--- config.mk ---
export PLATFORM = sky130hd
export DESIGN_NAME = uart_tx_serializer
export DESIGN_NICKNAME = d
export VERILOG_FILES = /design/src/rtl/uart_tx_serializer.sv
export SDC_FILE = /design/constraint.sdc
export NUM_CORES = 1
export LEC_CHECK = 0
export ABC_AREA = 1
export CORE_ASPECT_RATIO = 0.5
export CORE_MARGIN = 4
export CORE_UTILIZATION = 64
export DETAILED_ROUTE_END_ITERATION = 12
export HOLD_SLACK_MARGIN = 0.02
export PLACE_DENSITY = 0.91
export SLEW_MARGIN = 20
export SYNTH_ARGS = -nofsm -noshare
export SYNTH_HDL_FRONTEND = slang
export SYNTH_SLANG_ARGS = --single-unit
--- constraint.sdc ---
create_clock -name clock_i -period 6.1 [get_ports clock_i]
set_input_delay 1.22 -clock clock_i [delete_from_list [all_inputs] [get_ports clock_i]]
set_output_delay 1.22 -clock clock_i [all_outputs]
set_load 0.01 [all_outputs]
--- src/rtl/uart_tx_serializer.sv ---
// uart_tx_serializer
//   Buffers bytes offered on data_in_i in a small FIFO and sends them on a
//   single 8N1 serial line (start bit, 8 data bits LSB first, stop bit).
//   The core side has no backpressure, so a byte offered while the FIFO is
//   full is dropped and a sticky overflow flag is raised.
//
// Ports
//   clock_i           system clock, rising edge
//   reset_i           synchronous active-high reset
//   data_in_i[8]      valid strobe; data_in_i[7:0] = byte
//   overflow_clear_i  clears the sticky overflow flag
//   tx_o              serial line, idles high, registered
//   busy_o            high while a frame is on the line
//   fifo_count_o      bytes queued, excluding the byte being shifted out
//   full_o            fifo_count_o == FIFO_DEPTH
//   overflow_o        sticky, set when an offered byte is dropped
//
// state | meaning
// IDLE  | line high, waiting for a queued byte
// START | start bit (low) for CLKS_PER_BIT cycles
// DATA  | 8 data bits, LSB first, CLKS_PER_BIT cycles each
// STOP  | stop bit (high); pops the next byte directly into START if queued
module uart_tx_serializer #(
  parameter int unsigned CLKS_PER_BIT = 4,
  parameter int unsigned FIFO_DEPTH   = 8,
  parameter int unsigned DEPTH_LOG2   = 3
) (
  input  logic                  clock_i,
  input  logic                  reset_i,
  input  logic [8:0]            data_in_i,
  input  logic                  overflow_clear_i,
  output logic                  tx_o,
  output logic                  busy_o,
  output logic [DEPTH_LOG2:0]   fifo_count_o,
  output logic                  full_o,
  output logic                  overflow_o
);

  localparam int unsigned CNT_W = (CLKS_PER_BIT > 1) ? $clog2(CLKS_PER_BIT) : 1;
  localparam logic [CNT_W-1:0]    BIT_LAST   = CNT_W'(CLKS_PER_BIT - 1);
  localparam logic [DEPTH_LOG2:0] COUNT_FULL = (DEPTH_LOG2 + 1)'(FIFO_DEPTH);

  typedef enum logic [1:0] {
    IDLE  = 2'd0,
    START = 2'd1,
    DATA  = 2'd2,
    STOP  = 2'd3
  } state_t;

  state_t                state_q, state_d;
  logic [CNT_W-1:0]      bit_cnt_q, bit_cnt_d;
  logic [2:0]            idx_q, idx_d;
  logic [7:0]            shift_q, shift_d;
  logic                  tx_q, tx_d;

  logic [7:0]            mem_q [FIFO_DEPTH];
  logic [DEPTH_LOG2-1:0] wr_ptr_q, wr_ptr_d;
  logic [DEPTH_LOG2-1:0] rd_ptr_q, rd_ptr_d;
  logic [DEPTH_LOG2:0]   count_q, count_d;
  logic                  overflow_q, overflow_d;

  logic                  pop;
  logic                  push_ok;
  logic                  drop;
  logic                  bit_last;
  logic                  fifo_empty;

  assign bit_last   = (bit_cnt_q == BIT_LAST);
  assign fifo_empty = (count_q == '0);

  // A full FIFO still accepts a byte when the head is popped at the same edge.
  assign push_ok = data_in_i[8] && ((count_q != COUNT_FULL) || pop);
  assign drop    = data_in_i[8] && !push_ok;

  always_comb begin
    state_d   = state_q;
    bit_cnt_d = bit_cnt_q;
    idx_d     = idx_q;
    shift_d   = shift_q;
    pop       = 1'b0;

    case (state_q)
      IDLE: begin
        if (!fifo_empty) begin
          pop       = 1'b1;
          shift_d   = mem_q[rd_ptr_q];
          bit_cnt_d = '0;
          state_d   = START;
        end
      end
      START: begin
        if (bit_last) begin
          bit_cnt_d = '0;
          idx_d     = '0;
          state_d   = DATA;
        end else begin
          bit_cnt_d = bit_cnt_q + 1'b1;
        end
      end
      DATA: begin
        if (bit_last) begin
          bit_cnt_d = '0;
          shift_d   = shift_q >> 1;
          if (idx_q == 3'd7) begin
            state_d = STOP;
          end else begin
            idx_d = idx_q + 1'b1;
          end
        end else begin
          bit_cnt_d = bit_cnt_q + 1'b1;
        end
      end
      STOP: begin
        if (bit_last) begin
          bit_cnt_d = '0;
          if (!fifo_empty) begin
            pop     = 1'b1;
            shift_d = mem_q[rd_ptr_q];
            state_d = START;
          end else begin
            state_d = IDLE;
          end
        end else begin
          bit_cnt_d = bit_cnt_q + 1'b1;
        end
      end
      default: state_d = IDLE;
    endcase

    // Line level is decided from the next state so tx_o comes straight
    // from a flop and changes on the same edge as the state.
    case (state_d)
      START:   tx_d = 1'b0;
      DATA:    tx_d = shift_d[0];
      default: tx_d = 1'b1;
    endcase
  end

  always_comb begin
    wr_ptr_d   = wr_ptr_q;
    rd_ptr_d   = rd_ptr_q;
    count_d    = count_q;
    overflow_d = overflow_q;

    if (push_ok) wr_ptr_d = wr_ptr_q + 1'b1;
    if (pop)     rd_ptr_d = rd_ptr_q + 1'b1;

    case ({push_ok, pop})
      2'b10:   count_d = count_q + 1'b1;
      2'b01:   count_d = count_q - 1'b1;
      default: count_d = count_q;
    endcase

    // A drop at the same edge as a clear leaves the flag set.
    if (drop) begin
      overflow_d = 1'b1;
    end else if (overflow_clear_i) begin
      overflow_d = 1'b0;
    end
  end

  always_ff @(posedge clock_i) begin
    if (reset_i) begin
      state_q    <= IDLE;
      bit_cnt_q  <= '0;
      idx_q      <= '0;
      shift_q    <= '0;
      tx_q       <= 1'b1;
      wr_ptr_q   <= '0;
      rd_ptr_q   <= '0;
      count_q    <= '0;
      overflow_q <= 1'b0;
    end else begin
      state_q    <= state_d;
      bit_cnt_q  <= bit_cnt_d;
      idx_q      <= idx_d;
      shift_q    <= shift_d;
      tx_q       <= tx_d;
      wr_ptr_q   <= wr_ptr_d;
      rd_ptr_q   <= rd_ptr_d;
      count_q    <= count_d;
      overflow_q <= overflow_d;
    end
  end

  // Storage needs no reset; occupancy is tracked by count_q.
  always_ff @(posedge clock_i) begin
    if (!reset_i && push_ok) begin
      mem_q[wr_ptr_q] <= data_in_i[7:0];
    end
  end

  assign tx_o         = tx_q;
  assign busy_o       = (state_q != IDLE);
  assign fifo_count_o = count_q;
  assign full_o       = (count_q == COUNT_FULL);
  assign overflow_o   = overflow_q;

endmodule

==> results by group <==
Power
  – Switching Share: between 30 and 40%
  – NetSw: approximately 0.86 mW
  – Combinational fraction of design power: between 30% and 40%
  – Power Density: 456 nW/um^2
  – Internal power: 1.31 mW
  – Pleak: ~1.9 nW
  – Total power: 2.17 mW
  – Clk pwr share: between 20% and 30%
  – Peak supply drop: ~0.32 mV
  – Seq pwr share: a little under two fifths

Setup path
  – CP max FO: 15
  – Reg2reg path depth: 6
  – Critical Path RT: 6.07 ns
  – Critical path class: in2reg
  – Crit path DAT: between 3 and 4 ns
  – Startpoint types: input pin
  – CP Capture Type: flop

GRT
  – Largest net degree at the start of global routing: 34
  – Total GRT Usage: between 20% and 30%
  – Global-route wire length before repair: ~16 mm
  – Initial antenna violation count: 0
  – Number of global-route vias before repair: 3051
  – GRT overflow: 0

Floorplanning
  – Starting density of the core: between 60% and 70%
  – FP Rows: 20
  – Die Y: around 65 um
  – Die area: approximately 8000 sq um
  – Core area: 6230 sq um
  – IO Count: 20
  – Die X: between 100 and 150 um

Finish
  – # diodes: 0
  – Fin util: between 70 and 80%
  – Fin area: 4760 sq um
  – Non-Filler Instances: 550
  – Nets: between 400 and 500
  – Area delta synth->final: 12.6%
  – Layout cells sized above 1: 8.01%

Timing
  – RSZ-0062 raised after global routing: no
  – Final setup margin: roughly 2.5 ns
  – Period utilization: ~60%
  – Clock Skew: between 0.01 and 0.015 ns
  – Achievable frequency: between 0.2 and 0.3 GHz
  – Hold_ws: about 0.48 ns
  – Minimum clock period: 3.63 ns
  – Final setup violating endpoints: 0
  – Relative slew slack: between 20% and 30%
  – Endpoints failing hold: 0
  – Max-slew violations: 0
  – Setup TNS: 0 ns
  – Worst slew pin tran: between 1 and 1.5 ns

Flow run
  – Max-Cap Viols: 0

Routing
  – Mean routed wirelength per cell: around 18 um
  – DR vias: about 3300
  – # DRC: 0
  – Routed Antenna Nets: 0
  – Iteration-0 DRC count of the detailed router: 654
  – Post-DR vias/cell: between 6 and 7
  – Initial DRT Pass Iterations: 5
  – Final WL: 10.1 mm

Clock tree
  – CTS buffer count: 9
  – Clock latency on the worst-skew pair: 0.35 ns
  – Clock Tree Buf Depth: 2
  – Setup Buffers After CTS: 0
  – Number of clock sinks: 94
  – CTS clk-pin slew, worst paths: approximately 0.070 ns
  – Hold_buf cts: 0
  – Post-cts resize count: 0
  – CTS tree: built
  – Clock Tree Root: clkbuf_16
  – # H-tree levels: 3

Logic synthesis
  – Fraction of registers with async set/reset: 0%
  – Mean Syn Cell Area: between 9 and 10 sq um
  – Yosys reg bits: 94
  – Post-synth EDFFs: 64
  – Post-Syn Area: roughly 4200 sq um
  – Post-Syn Instances: approximately 440
  – Library cells used by synthesis: 29
  – Main flop type after synthesis: edfxtp_1
  – Syn. warnings: 0
  – Post-synthesis sequential area ratio: 59.7%
  – Synth Net Count: roughly 470

Place
  – Placed cell area: 4450 sq um
  – Worst slack at placement: slightly above 2 ns
  – GP Congestion: 0.841
  – Dpl cells: about 530
  – Post-DP HPWL: approximately 6.3 mm
  – Port-buffer cells: 19

Hold path
  – Hold Path Depth: 2
  – Hold crit path type: reg2reg

Status
  – Status: finished, final reports clean
## kinds of logic after synthesis
kind of cell	synth area share [%]
compound gates	6.51
fa+ha+maj	4.03
xor+xnor	0.415
simple gates	23.7
flops	59.7
buf+inv	5.69
## path summary, 6_finish.rpt
kind	start	endpoint	slack, ns
max	reset_i	mem_q[0][5]	2.47
min	bit_cnt_q[1]	bit_cnt_q[1]	0.48
max reg2reg	fifo_count_o[0]	mem_q[0][5]	3.23
min reg2reg	bit_cnt_q[1]	bit_cnt_q[1]	0.48
## synthesized netlist by cell type, types with 3 or more instances
library cell / number / share of area [%]
nand2_1: 123 / 11
nand3_1: 67 / 7.9
edfxtp_1: 64 / 45
inv_1: 35 / 3.1
dfxtp_1: 30 / 14
a21oi_1: 22 / 2.6
nor2_1: 18 / 1.6
o21ai_0: 18 / 2.1
ha_1: 12 / 3.6
buf_2: 11 / 1.3
nor3_1: 7 / 0.83
inv_2: 4 / 0.36
nand2_4: 4 / 1.1
nor2_2: 4 / 0.59
o21ai_1: 4 / 0.47
clkbuf_1: 3 / 0.27
## placed cells by master, fill, tap and decap left out, types with 2 or more instances in the layout
cell / count
a21oi_1: 22
nor2_1: 18
ha_1: 12
xnor2_1: 2
clkinv_4: 2
nor2_2: 4
inv_2: 4
nand2_4: 4
nand3_1: 67
clkdlybuf4s50_1: 19
o21ai_1: 4
nor3_1: 4
dfxtp_1: 30
inv_8: 4
inv_1: 35
nand2_1: 123
nor3_2: 3
a22oi_1: 2
o21ai_0: 18
o211ai_1: 2
clkbuf_16: 9
edfxtp_1: 64
## registers in the layout, indices dropped and copies added, names as in the netlist, named ones only
signal        cells
bit_cnt_q         2
fifo_count_o      4
idx_q             3
mem_q            64
overflow_o        1
rd_ptr_q          3
shift_q           8
state_q           2
tx_o              1
wr_ptr_q          3
## final cells by class
| cell class | count | area (sq um) |
|---|---|---|
| Fill cell | 363 | 1470 |
| Sequential cell | 94 | 2520 |
| Timing Repair Buffer | 20 | 198 |
| Inverter | 40 | 155 |
| Multi-Input combinational cell | 292 | 1480 |
| Clock buffer | 9 | 225 |
| Clock inverter | 7 | 70.1 |
| Tap cell | 88 | 110 |
## power by group through the flow
stage	combinational (mW)	sequential, mW	clock [mW]
2_1_floorplan	0.590	0.811	0
3_3_place_gp	0.743	0.824	0
3_5_place_dp	0.769	0.826	0
4_1_cts	0.787	0.813	0.559
5_1_grt	0.897	0.825	0.592
6_report	0.798	0.814	0.559
## per-layer routing
metal | vias to the layer above | wire length (um) | global-route usage (%) | share of wire (%)
li1 | 1523 | - | - | -
met4 | 0 | 331 | 9.48 | 3.3
met1 | 1491 | 3820 | 35.3 | 38
met3 | 45 | 1310 | 10.3 | 13
met2 | 254 | 4590 | 42.7 | 46
met5 | - | 0 | 0 | 0
## worst max-delay path, cell delays in order
cell	delay, ns
clkdlybuf4s50_1	0.69
inv_1	0.52
nand2_1	0.30
nor3_1	0.87
Power figures use the tool's default switching activity.
